## config.mk

```make
export PLATFORM = sky130hd
export DESIGN_NAME = mem_access
export DESIGN_NICKNAME = d
export VERILOG_FILES = /design/src/rtl/mem_access.sv
export SDC_FILE = /design/constraint.sdc
export NUM_CORES = 1
export LEC_CHECK = 0
export CAP_MARGIN = 10
export CORE_MARGIN = 3
export CORE_UTILIZATION = 30
export CTS_CLUSTER_DIAMETER = 120
export DETAILED_ROUTE_END_ITERATION = 12
export HOLD_SLACK_MARGIN = 0.15
export SETUP_SLACK_MARGIN = 0.02
export SLEW_MARGIN = 25
export SYNTH_ARGS = -nofsm -noshare
export SYNTH_HDL_FRONTEND = slang
export SYNTH_SLANG_ARGS = --single-unit
```

## constraint.sdc

```tcl
create_clock -name clk -period 6.8 [get_ports clk]
set_clock_uncertainty 0.15 [all_clocks]
set_input_delay 1.36 -clock clk [delete_from_list [all_inputs] [get_ports clk]]
set_output_delay 1.36 -clock clk [all_outputs]
set_load 0.01 [all_outputs]
```

## src/rtl/mem_access.sv

```systemverilog
`default_nettype none
// ============================================================================
// Module   : mem_access
// Purpose  : MEM pipeline stage. Loads and stores go out one byte at a time,
//            little-endian, over the 8-bit mem_ctrl port. The pipeline is
//            stalled while an access runs. Results go to MEM/WB and to the
//            forwarding path.
//            States:
//              IDLE   - non-memory ops pass straight through.
//              ACCESS - one byte per grant, lowest address first.
//              DONE   - one cycle that presents the load result.
// Ports    : clk, rst (async, active-high)
//            wd_i/wreg_i/wdata_i    - EX/MEM result; wdata_i is the address
//                                     for loads and stores
//            mem_w_data_i           - store data
//            mem_op_type_i          - load/store op code (others: no mem op)
//            wd_o/wreg_o/wdata_o    - result to MEM/WB
//            stall_req_o            - stall request to ctrl
//            mem_req_o/mem_we_o/mem_addr_o/mem_wdata_o - byte request
//            mem_gnt_i/mem_rdata_i  - byte completion and read data
//            mem_fwd_we_o/mem_fwd_rd_o/mem_fwd_data_o  - forwarding path
// Options  : MEM_ALIGN_CHECK_EN - adds mem_misalign_o. Misaligned halfword
//            and word ops are rejected with no bus traffic.
// Revision : 1.0 - initial release
// ============================================================================
module mem_access #(
  parameter int ADDR_WIDTH = 32
) (
  input  logic                  clk,
  input  logic                  rst,
  input  logic [4:0]            wd_i,
  input  logic                  wreg_i,
  input  logic [31:0]           wdata_i,
  input  logic [31:0]           mem_w_data_i,
  input  logic [5:0]            mem_op_type_i,
  output logic [4:0]            wd_o,
  output logic                  wreg_o,
  output logic [31:0]           wdata_o,
  output logic                  stall_req_o,
  output logic                  mem_req_o,
  output logic                  mem_we_o,
  output logic [ADDR_WIDTH-1:0] mem_addr_o,
  output logic [7:0]            mem_wdata_o,
  input  logic                  mem_gnt_i,
  input  logic [7:0]            mem_rdata_i,
`ifdef MEM_ALIGN_CHECK_EN
  output logic                  mem_misalign_o,
`endif
  output logic                  mem_fwd_we_o,
  output logic [4:0]            mem_fwd_rd_o,
  output logic [31:0]           mem_fwd_data_o
);

  // Op codes, matching the defines.v encoding used by EX.
  localparam logic [5:0] c_OP_LB  = 6'd1;
  localparam logic [5:0] c_OP_LH  = 6'd2;
  localparam logic [5:0] c_OP_LW  = 6'd3;
  localparam logic [5:0] c_OP_LBU = 6'd4;
  localparam logic [5:0] c_OP_LHU = 6'd5;
  localparam logic [5:0] c_OP_SB  = 6'd6;
  localparam logic [5:0] c_OP_SH  = 6'd7;
  localparam logic [5:0] c_OP_SW  = 6'd8;

  typedef enum logic [1:0] {
    S_IDLE   = 2'd0,
    S_ACCESS = 2'd1,
    S_DONE   = 2'd2
  } state_t;

  state_t                state_q;
  logic [ADDR_WIDTH-1:0] addr_q;
  logic [31:0]           sdata_q;
  logic [31:0]           asm_q;
  logic [5:0]            op_q;
  logic [4:0]            wd_q;
  logic                  wreg_q;
  logic                  is_store_q;
  logic                  misalign_q;
  logic [2:0]            nbytes_q;
  logic [1:0]            cnt_q;

  logic                  in_is_load;
  logic                  in_is_store;
  logic                  in_is_mem;
  logic                  in_misalign;
  logic [2:0]            in_nbytes;
  logic [31:0]           load_data;
  logic                  last_byte;

  // Decode the incoming op.
  always_comb begin
    in_is_load  = 1'b0;
    in_is_store = 1'b0;
    in_nbytes   = 3'd0;
    case (mem_op_type_i)
      c_OP_LB, c_OP_LBU: begin in_is_load  = 1'b1; in_nbytes = 3'd1; end
      c_OP_LH, c_OP_LHU: begin in_is_load  = 1'b1; in_nbytes = 3'd2; end
      c_OP_LW:           begin in_is_load  = 1'b1; in_nbytes = 3'd4; end
      c_OP_SB:           begin in_is_store = 1'b1; in_nbytes = 3'd1; end
      c_OP_SH:           begin in_is_store = 1'b1; in_nbytes = 3'd2; end
      c_OP_SW:           begin in_is_store = 1'b1; in_nbytes = 3'd4; end
      default:           ;
    endcase
  end

  assign in_is_mem = in_is_load | in_is_store;

`ifdef MEM_ALIGN_CHECK_EN
  assign in_misalign = in_is_mem &&
                       (((in_nbytes == 3'd2) && wdata_i[0]) ||
                        ((in_nbytes == 3'd4) && (wdata_i[1:0] != 2'b00)));
`else
  assign in_misalign = 1'b0;
`endif

  assign last_byte = ({1'b0, cnt_q} == (nbytes_q - 3'd1));

  always_ff @(posedge clk or posedge rst) begin
    if (rst) begin
      state_q    <= S_IDLE;
      addr_q     <= '0;
      sdata_q    <= '0;
      asm_q      <= '0;
      op_q       <= '0;
      wd_q       <= '0;
      wreg_q     <= 1'b0;
      is_store_q <= 1'b0;
      misalign_q <= 1'b0;
      nbytes_q   <= '0;
      cnt_q      <= '0;
    end else begin
      case (state_q)
        S_IDLE: begin
          if (in_is_mem) begin
            addr_q     <= ADDR_WIDTH'(wdata_i);
            sdata_q    <= mem_w_data_i;
            asm_q      <= '0;
            op_q       <= mem_op_type_i;
            wd_q       <= wd_i;
            wreg_q     <= wreg_i;
            is_store_q <= in_is_store;
            misalign_q <= in_misalign;
            nbytes_q   <= in_nbytes;
            cnt_q      <= 2'd0;
            // A rejected misaligned op skips the bus entirely.
            state_q    <= in_misalign ? S_DONE : S_ACCESS;
          end
        end
        S_ACCESS: begin
          if (mem_gnt_i) begin
            if (!is_store_q) begin
              asm_q[{cnt_q, 3'b000} +: 8] <= mem_rdata_i;
            end
            cnt_q <= cnt_q + 2'd1;
            if (last_byte) begin
              state_q <= S_DONE;
            end
          end
        end
        S_DONE: begin
          // The pipeline advances on this edge, so the op is not seen twice.
          state_q <= S_IDLE;
        end
        default: state_q <= S_IDLE;
      endcase
    end
  end

  // Extend the assembled load value according to the latched op.
  always_comb begin
    load_data = asm_q;
    case (op_q)
      c_OP_LB:  load_data = {{24{asm_q[7]}}, asm_q[7:0]};
      c_OP_LBU: load_data = {24'h000000, asm_q[7:0]};
      c_OP_LH:  load_data = {{16{asm_q[15]}}, asm_q[15:0]};
      c_OP_LHU: load_data = {16'h0000, asm_q[15:0]};
      default:  load_data = asm_q;
    endcase
  end

  // The outputs are gated by rst so they drop in the same cycle that reset
  // asserts, even when reset arrives in the middle of an access.
  always_comb begin
    wd_o        = '0;
    wreg_o      = 1'b0;
    wdata_o     = '0;
    stall_req_o = 1'b0;
    mem_req_o   = 1'b0;
    mem_we_o    = 1'b0;
    mem_addr_o  = '0;
    mem_wdata_o = '0;
    if (!rst) begin
      case (state_q)
        S_IDLE: begin
          wd_o        = wd_i;
          wdata_o     = wdata_i;
          wreg_o      = wreg_i & ~in_is_mem;
          stall_req_o = in_is_mem;
        end
        S_ACCESS: begin
          stall_req_o = 1'b1;
          mem_req_o   = 1'b1;
          mem_we_o    = is_store_q;
          mem_addr_o  = addr_q + ADDR_WIDTH'(cnt_q);
          mem_wdata_o = sdata_q[{cnt_q, 3'b000} +: 8];
        end
        S_DONE: begin
          if (!is_store_q && !misalign_q) begin
            wd_o    = wd_q;
            wreg_o  = wreg_q;
            wdata_o = load_data;
          end
        end
        default: ;
      endcase
    end
  end

`ifdef MEM_ALIGN_CHECK_EN
  assign mem_misalign_o = !rst && (state_q == S_DONE) && misalign_q;
`endif

  assign mem_fwd_we_o   = wreg_o;
  assign mem_fwd_rd_o   = wd_o;
  assign mem_fwd_data_o = wdata_o;

endmodule
`default_nettype wire
```

# Word-level counts from Yosys, hierarchy flattened
# Cells that the tools add are included.
[totals] ff_bits=116 inputBits=87 elab_cells=85
[op_classes] addsub=4 n_eq_ne=19 shift=3 n_mux=35 bitwise=3 n_reduce_logical=11
[ops] operator="32-bit 2-to-1 mux" n=7
[ops] operator="32-bit one-hot mux with 2 select lines" n=2
[ops] operator="32-bit one-hot mux with 4 select lines" n=1
[ops] operator="6-bit by 3-bit == test with 1-bit output (second input constant)" n=6
[ops] operator="32-bit by 2-bit adder with 32-bit output" n=1
[ops] operator="32-bit bitwise mux" n=1
[ops] operator="8-bit by 7-bit variable shift with 32-bit output (first input constant)" n=1
[ops] operator="32-bit by 6-bit variable part select with 8-bit output" n=1
[ops] operator="8-bit by 7-bit variable part select with 32-bit output" n=1
[ops] operator="6-bit by 2-bit == test with 1-bit output (second input constant)" n=3
[ops] operator="8-bit 2-to-1 mux" n=2
[ops] operator="6-bit by 1-bit == test with 1-bit output (second input constant)" n=2
[ops] operator="2-bit 2-to-1 mux" n=5
[ops] operator="5-bit 2-to-1 mux" n=2
[ops] operator="5-bit one-hot mux with 2 select lines" n=1
[ops] operator="1-bit 2-to-1 mux" n=9
[ops] operator="3-bit one-hot mux with 3 select lines" n=1
[ops] operator="3-bit OR reduction" n=3
[ops] operator="2-bit != test (second input constant)" n=4
[ops] operator="2-bit one-hot mux with 2 select lines" n=2
[ops] operator="5-bit negator with 7-bit output" n=1
[ops] operator="6-bit by 4-bit == test with 1-bit output (second input constant)" n=1
[ops] operator="3-bit AND reduction" n=2
[ops] operator="5-bit OR reduction" n=1
[ops] operator="other kinds (14)" n=15

# Depth between registers and ports, before layout
# Gate-level depths: netlist of run 1.
[logic_depth] word_depth=8 depth_mapped=7

# Worst setup path after synthesis of run 1
# OpenSTA, ideal clock, no wires.
[synth_path] kind="input port to output port" startpoint="input rst" endpoint="output wdata_o[21]" arrival_time_ns=2.828 t_required_ns=5.290 setup_slack_ns=2.462 stages=6 path_cell_list="or2_2 -> clkbuf_1 -> nand2b_1 -> clkbuf_1 -> o31ai_1 -> buf_4"
[synth_between] elab_chain_cells=1
[synth_rtl] element="start: declaration" line_no="30" text="input logic rst,"
[synth_rtl] element="32-bit 2-to-1 mux" line_no="192" text="if (!rst) begin"
[synth_rtl] element="end: declaration" line_no="38" text="output logic [31:0] wdata_o,"
# Every way passes these cells.

# Final worst setup path of run 1
[layout_path] startpoint="input rst" endpoint="output mem_fwd_data_o[22]"
[layout_between] elab_chain_cells=1
[layout_rtl] element="32-bit 2-to-1 mux" line_no="192"
[layout_rtl] element="end: declaration" line_no="51" text="output logic [31:0] mem_fwd_data_o"
# Every way passes these cells.

==> results.txt, run 1 <==
Yosys reg bits = 116
Synth Warn # = 0
Post-CTS Setup Bufs = 0
DR vias/cell = 5.02
placer congestion estimate = 0.812
Period minus WS final = 5.55 ns
Max clock buf depth = 2
Final Hold Viols = 0
die area = 0.0242 mm²
Clock Latency Late Sink = 0.41 ns
most frequent cells in the layout = clkdlybuf4s50_1, dfrtp_1, mux2_2, nor2_1, nand2_1
root buf cell = clkbuf_16
CTS tree = built
endpoint class of the critical path = primary output
mean post-synth cell area = 10.3 µm²
FFs w/ async S/R, synth = 100%
Tightest Hold Check Type = reg -> reg
RR Endpoint = addr_q[18]
drt initial violations = 231
Worst VDD drop = 212 µV
Placeable Area = 0.0219 mm²
Yosys top cell area share = 43.3%
Congestion Overflow GR = 0
area of the mapped netlist = 0.00670 mm²
vias in the first global route = 5,305
num rows = 54
I/O pin total = 206
cell taking the most area after synthesis = dfrtp_1
Synth-to-Final Area Change = 40.4%
max-cap violations = 0
post-synthesis sequential area ratio = 43.3%
first-pass GRT wire length = 30,200 µm
leakage power figure = 0.00383 µW
Least-Margin Pin Slew = 0.980 ns
nets = 899
Max Clk Rate = 180 MHz
RSZ-0062 raised after global routing = false
reg2reg start = state_q[1]
CTS H-tree lvls = 4
Worst R2R Path Depth = 4
DR DRC count = 0
GRT Resource Usage Total = 15.9%
r2r setup slk = 3.80 ns
hold worst-path end = op_q[4]
layout cells sized above 1 = 16.6%
Cells after Synth = 651
total chip power = 3570 µW
initial antenna violation count = 0
post-DP HPWL = 14,500 µm
final wirelength = 19,500 µm
largest net degree at the start of global routing = 80
dominant synthesized flop cell = dfrtp_1
Hold Path Depth = 1
Die Height = 155 µm
CP arrival = 4.04 ns
fin. max-slew vios = 0
# setup viols final = 0
top post-synthesis cells by area = dfrtp_1, mux2_2, buf_4
final period utilization = 81.6%
non-filler cells in the finished layout = 1,097
library cells used by synthesis = 48
CTS Buf Count = 17
via count = 5,508
cts hold-fix bufs = 0
crit-path max FO = 24
hold path startpoint = op_q[4]
WL/cell = 17.8 µm
setup TNS = 0 ns
Power Density = 379 mW/mm²
status = finished, final reports clean
Antenna diodes = 0
EDFF count, synth = 0
CP Launch Type = input port
cts repair resizes = 0
drt pass-1 iters = 4
Cells after DPL = 1,065
Max-slew headroom = 34.5%
number of clock sinks = 116
commonest non-fill, non-tap cell in the layout = clkdlybuf4s50_1
Net Count, Synth = 746
Post-DRT Antenna Nets = 0
clk slew on worst S/H paths = 0.06 ns
critical path required time = 5.29 ns
Die Wd = 155 µm
worst hold slack = 0.327 ns
starting density of the core = 30.6%
crit path kind = in -> out
IO buf count = 205
[metrics by stage]
| step | setup slack (ns) | instance area [µm²] | utilization (%) |
|---|---|---|---|
| finish | 1.25 | 9410 | 43.0 |
| global placement | 1.34 | 8710 | 39.8 |
| detailed placement | 1.31 | 8710 | 39.8 |
| global route | 1.15 | 9410 | 43.0 |
| floorplan | 2.22 | 6700 | - |
| CTS | 1.30 | 9400 | 42.9 |
[metal layers]
metal,vias to the layer above,GRT usage (%),share of wire [%]
li1,2655,-,-
met1,2655,21.1,45
met2,181,25.9,47
met3,17,4.53,6.8
met4,0,3.42,1.3
met5,-,0,0
[state kept, by name, summed over array words and instances, names as in the netlist]
signal      cells
op_q            6
sdata_q        32
state_q         2
nbytes_q        3
cnt_q           2
is_store_q      1
asm_q          32
addr_q         32
wreg_q          1
wd_q            5
[report_power, final]
part / internal, µW / switching [µW]
Sequential: 962 / 240
Combinational: 730 / 596
Clock: 703 / 337
[worst max-delay path by stage]
stage               from  depth (start not counted)  slack, ns                 end
floorplan            rst                          1       2.22           addr_q[0]
global placement     rst                          6       1.34  mem_fwd_data_o[22]
detailed placement   rst                          6       1.31  mem_fwd_data_o[22]
CTS                  rst                          6       1.30  mem_fwd_data_o[22]
global route         rst                          6       1.15  mem_fwd_data_o[22]
finish               rst                          6       1.25  mem_fwd_data_o[22]
[cells in the mapped netlist (all sizes together) (4+ instances only)]
master    n
inv      10
nor3     10
buf      58
mux4      8
nand4    14
nand2    43
nor2b    14
and3     15
nand3b    4
dfrtp   116
nand3    13
o21ai    17
a21oi    42
nor4      4
a22o     32
xor2     12
o21a      4
o31ai    27
or3       8
or4      10
and2      5
clkbuf   24
mux2     73
ha        7
and4      7
nor2     49
xnor2     4
[logic make-up after synthesis]
logic type / count (synthesis) / synth area share [%]
simple gates: 204 / 16.2
compound gates: 133 / 13.8
flops: 116 / 43.3
buf+inv: 92 / 7.79
mux: 82 / 15.1
xor+xnor: 16 / 2.09
fa+ha+maj: 8 / 1.61
[critical path: stages]
cell and delay, ns:
clkdlybuf4s50_1 0.57, or2_2 0.50, nand2b_1 0.19, buf_4 0.21, o31ai_1 0.53, clkdlybuf4s50_1 0.67
[cell type report]
class / instances / area (µm²)
timing repair buffer: 216 / 2130
tap: 280 / 350
inverter: 10 / 42.5
fill: 2142 / 12500
sequential: 116 / 2900
clock buffer: 18 / 439
multi-input combinational: 443 / 3290
clock inverter: 14 / 250
Power figures use the tool's default switching activity.
==> inputs of run 2 (changes only) <==
- clock period: 6.8 -> 5.2 ns (I/O delays scaled with it)
==> results.txt, run 2 (synthesis results as in run 1) <==
status = finished, final reports clean
Max Clk Rate = 219 MHz
Int Power = 3030 µW
Sequential Power Share = 34.2%
RSZ-0062 raised after global routing = false
hold worst-path end = op_q[4]
RR Endpoint = asm_q[0]
WL/cell = 18.0 µm
r2r setup slk = 2.82 ns
final period utilization = 87.9%
commonest non-fill, non-tap cell in the layout = clkdlybuf4s50_1
fin. max-slew vios = 0
Congestion Overflow GR = 0
DR vias/cell = 5.06
Worst VDD drop = 258 µV
Reg area = 0.00290 mm²
Die Wd = 155 µm
Post-CTS Setup Bufs = 0
Comb power frac = 38.2%
nets = 904
Switch Pwr = 1570 µW
drt pass-1 iters = 5
reg2reg start = state_q[0]
CTS tree = built
Max-slew headroom = 47.5%
Power Density = 489 mW/mm²
max-cap violations = 0
Post-DP Area = 0.00877 mm²
post-DP HPWL = 14,700 µm
Largest regs = addr_q (32), asm_q (32), sdata_q (32)
Synth-to-Final Area Change = 40.6%
leakage power figure = 0.00383 µW
CTS H-tree lvls = 4
crit path kind = in -> out
most frequent cells in the layout = clkdlybuf4s50_1, dfrtp_1, mux2_2, nor2_1, nand2_1
Least-Margin Pin Slew = 0.781 ns
endpoint class of the critical path = primary output
Die Height = 155 µm
num rows = 54
vias in the first global route = 5,390
Antenna diodes = 0
Filler cells = 2,149
total chip power = 4610 µW
starting density of the core = 30.6%
drt initial violations = 302
Post-Layout Inst Area = 0.00942 mm²
setup TNS = 0 ns
Max clock buf depth = 2
final wirelength = 19,800 µm
Hold Path Depth = 1
IO buf count = 205
cts hold-fix bufs = 0
root buf cell = clkbuf_16
I/O pin total = 206
GRT Resource Usage Total = 16.1%
first-pass GRT wire length = 30,600 µm
Period minus WS final = 4.57 ns
cts repair resizes = 0
Placeable Area = 0.0219 mm²
# setup viols final = 0
initial antenna violation count = 0
CP arrival = 3.38 ns
switch share = 34.1%
Tightest Hold Check Type = reg -> reg
DR DRC count = 0
CP Launch Type = input port
largest net degree at the start of global routing = 76
clock share of power = 27.6%
Post-DRT Antenna Nets = 0
layout cells sized above 1 = 17.2%
area occupied by multi-input gates = 0.00329 mm²
Util after Layout = 43.0%
hold path startpoint = op_q[4]
via count = 5,581
Clock Latency Late Sink = 0.42 ns
placer congestion estimate = 0.839
die area = 0.0242 mm²
Final Hold Viols = 0
clk slew on worst S/H paths = 0.05 ns
crit-path max FO = 24
number of clock sinks = 116
CTS Buf Count = 17
critical path required time = 4.01 ns
Worst R2R Path Depth = 4
==> run 2: cell count changes in the layout (fill, tap and decap cells not counted) <==
cell        before  now
clkinv_4         4    3
clkinvlp_4       2    5
bufinv_16        6    4
inv_4            0    1
inv_8            1    0
buf_12           0    2
buf_4           11   14
==> run 2: layer usage <==
layer	track usage (%)	wire length (µm)	vias to the layer above	part of all wire, %
met2	26.2	9510	191	48
met3	4.17	1400	16	7.1
met4	3.33	163	0	0.82
li1	-	-	2641	-
met5	0	0	-	0
met1	21.6	8760	2733	44
==> run 2: critical path, cell delays in order <==
cell	delay [ns]
clkdlybuf4s50_1	0.43
or2_2	0.46
nand2b_1	0.21
buf_4	0.22
o31ai_1	0.40
clkdlybuf4s50_1	0.61
==> run 2: stage by stage <==
stage	setup WS (ns)	hold slack, ns	cells
2_1_floorplan	0.938	0.293	651
3_3_place_gp	0.628	0.310	1070
3_5_place_dp	0.602	0.317	1070
4_1_cts	0.560	0.329	1102
5_1_grt	0.413	0.348	1102
6_report	0.628	0.322	1102
==> run 2: layout make-up <==
| cell class | count | share of cell area (%) |
|---|---|---|
| Timing Repair Buffer | 221 | 23.3 |
| Tap cell | 280 | 3.72 |
| Sequential cell | 116 | 30.8 |
| Inverter | 10 | 0.425 |
| Multi-Input combinational cell | 443 | 34.9 |
| Clock inverter | 14 | 2.14 |
| Clock buffer | 18 | 4.66 |
==> run 2: how the worst max path moves through the flow <==
stage | from | end | slack [ns] | depth (start not counted)
final | rst | wdata_o[21] | 0.63 | 6
after CTS | cnt_q[1] | mem_addr_o[29] | 0.56 | 6
after detailed placement | rst | mem_fwd_data_o[31] | 0.60 | 6
after global routing | cnt_q[1] | mem_addr_o[29] | 0.41 | 6
after global placement | rst | mem_fwd_data_o[9] | 0.63 | 6
after floorplan | rst | addr_q[0] | 0.94 | 1
==> run 2: power by group through the flow <==
stage	Clock [µW]	Combinational, µW	Sequential (µW)
floorplan	0	1160	1460
global route	1340	1930	1630
CTS	1300	1780	1580
detailed placement	0	1770	1590
finish	1270	1760	1580
global placement	0	1750	1580
==> inputs of run 3 (changes only) <==
- CELL_PAD_IN_SITES_DETAIL_PLACEMENT: not set -> 0
- CELL_PAD_IN_SITES_GLOBAL_PLACEMENT: not set -> 2
- CORE_UTILIZATION: 30 -> 29
- PLACE_DENSITY_LB_ADDON: not set -> 0.1
==> results.txt, run 3 (synthesis results as in run 1) <==
root buf cell = clkbuf_16
layout cells sized above 1 = 16.9%
DR vias/cell = 4.96
die area = 0.0250 mm²
placer congestion estimate = 0.769
nets = 903
drt pass-1 iters = 4
Final Hold Viols = 0
Largest regs = addr_q (32), asm_q (32), sdata_q (32)
drt initial violations = 263
CTS tree = built
Antenna diodes = 0
CTS H-tree lvls = 4
Worst VDD drop = 280 µV
worst path cell trace = ha_1 -> fa_1 -> and3_1 -> nand2_1 -> or4_1 -> a21oi_1 -> clkdlybuf4s50_1
vias in the first global route = 5,560
Max clock buf depth = 2
Clock Latency Late Sink = 0.41 ns
endpoint class of the critical path = primary output
max-cap violations = 0
Die Wd = 158 µm
commonest non-fill, non-tap cell in the layout = clkdlybuf4s50_1
CTS Buf Count = 17
Post-DRT Antenna Nets = 0
setup TNS = 0 ns
Crit-path slowest cell = clkdlybuf4s50_1
Power Density = 496 mW/mm²
most frequent cells in the layout = clkdlybuf4s50_1, dfrtp_1, mux2_2, nor2_1, nand2_1
crit-path leading delay family = simple AND/OR/NAND/NOR gates
Largest stage delay, worst path = 0.60 ns
CP arrival = 3.35 ns
Synth-to-Final Area Change = 40.5%
Least-Margin Pin Slew = 0.970 ns
Max Clk Rate = 220 MHz
DR DRC count = 0
number of clock sinks = 116
crit-path max FO = 9
Placeable Area = 0.0222 mm²
clk slew on worst S/H paths = 0.06 ns
RSZ-0062 raised after global routing = false
WL/cell = 18.6 µm
fin. max-slew vios = 0
status = finished, final reports clean
Crit path depth = 7
post-DP HPWL = 15,500 µm
Post-CTS Setup Bufs = 0
Congestion Overflow GR = 0
CP Launch Type = flop
first-pass GRT wire length = 31,800 µm
final period utilization = 87.2%
starting density of the core = 30.1%
Worst Path Buf+Inv = 1
num rows = 54
cts repair resizes = 0
Util after Layout = 42.3%
Hold Path Depth = 1
largest net degree at the start of global routing = 85
GRT Resource Usage Total = 16.4%
via count = 5,460
Period minus WS final = 4.54 ns
I/O pin total = 206
cts hold-fix bufs = 0
Filler cells = 2,144
crit path kind = reg -> out
critical path required time = 4.01 ns
leakage power figure = 0.00384 µW
IO buf count = 205
final wirelength = 20,500 µm
Die Height = 158 µm
# setup viols final = 0
Max-slew headroom = 35.2%
Worst R2R Path Depth = 4
initial antenna violation count = 0
Tightest Hold Check Type = reg -> reg
## run 3: cell count changes in the layout (fill, tap and decap cells not counted), sizes merged
cell	previous run	this run
inv	12	11
clkinv	3	4
buf	16	15
clkinvlp	5	2
clkbuf	18	20
bufinv	4	5
## run 3: per-stage QoR
stage	hold slack, ns	setup WS [ns]	std cells	total power, µW	instance area (µm²)
6_report	0.325	0.663	1101	4660	9410
5_1_grt	0.346	0.503	1101	4980	9410
4_1_cts	0.330	0.663	1101	4730	9410
3_5_place_dp	0.317	0.670	1069	3400	8750
3_3_place_gp	0.312	0.723	1069	3370	8750
2_1_floorplan	0.293	0.938	651	2620	6700
## run 3: layout make-up
cell class	count	area, µm²	area share, %
inverter	10	42.5	0.452
clock buffer	20	457	4.85
sequential	116	2900	30.8
tap	280	350	3.72
clock inverter	12	201	2.14
multi-input combinational	443	3280	34.9
timing repair buffer	220	2180	23.1
## run 3: worst register-to-register path, delay by kind of cell, from the launching register on
kind                   cells  cell delay, ns
buffers and inverters      1            0.52
AOI/OAI and AO/OA          1            0.36
DFF                        1            0.69
and+or+nand+nor            2            1.09
## run 3: layer usage
layer	global-route usage, %	part of all wire (%)	wire length, µm
met5	0	0	0
met4	3.69	0.82	169
met3	4.18	5.3	1080
met2	26.5	48	9840
met1	22.4	46	9440
## run 3: worst paths after layout
check | from | end | slack, ns
min in group asynchronous | rst | state_q[0] | 1.10
worst max register to register | state_q[1] | nbytes_q[2] | 2.28
worst max-delay path | cnt_q[0] | mem_addr_o[20] | 0.66
worst min-delay path | op_q[4] | op_q[4] | 0.32
max in group asynchronous | rst | sdata_q[16] | 3.04
worst min register to register | op_q[4] | op_q[4] | 0.32
## run 3: power breakdown
| part | internal, µW | total (µW) | switching (µW) |
|---|---|---|---|
| Combinational | 960 | 1800 | 840 |
| Clock | 877 | 1300 | 420 |
| Sequential | 1260 | 1570 | 308 |
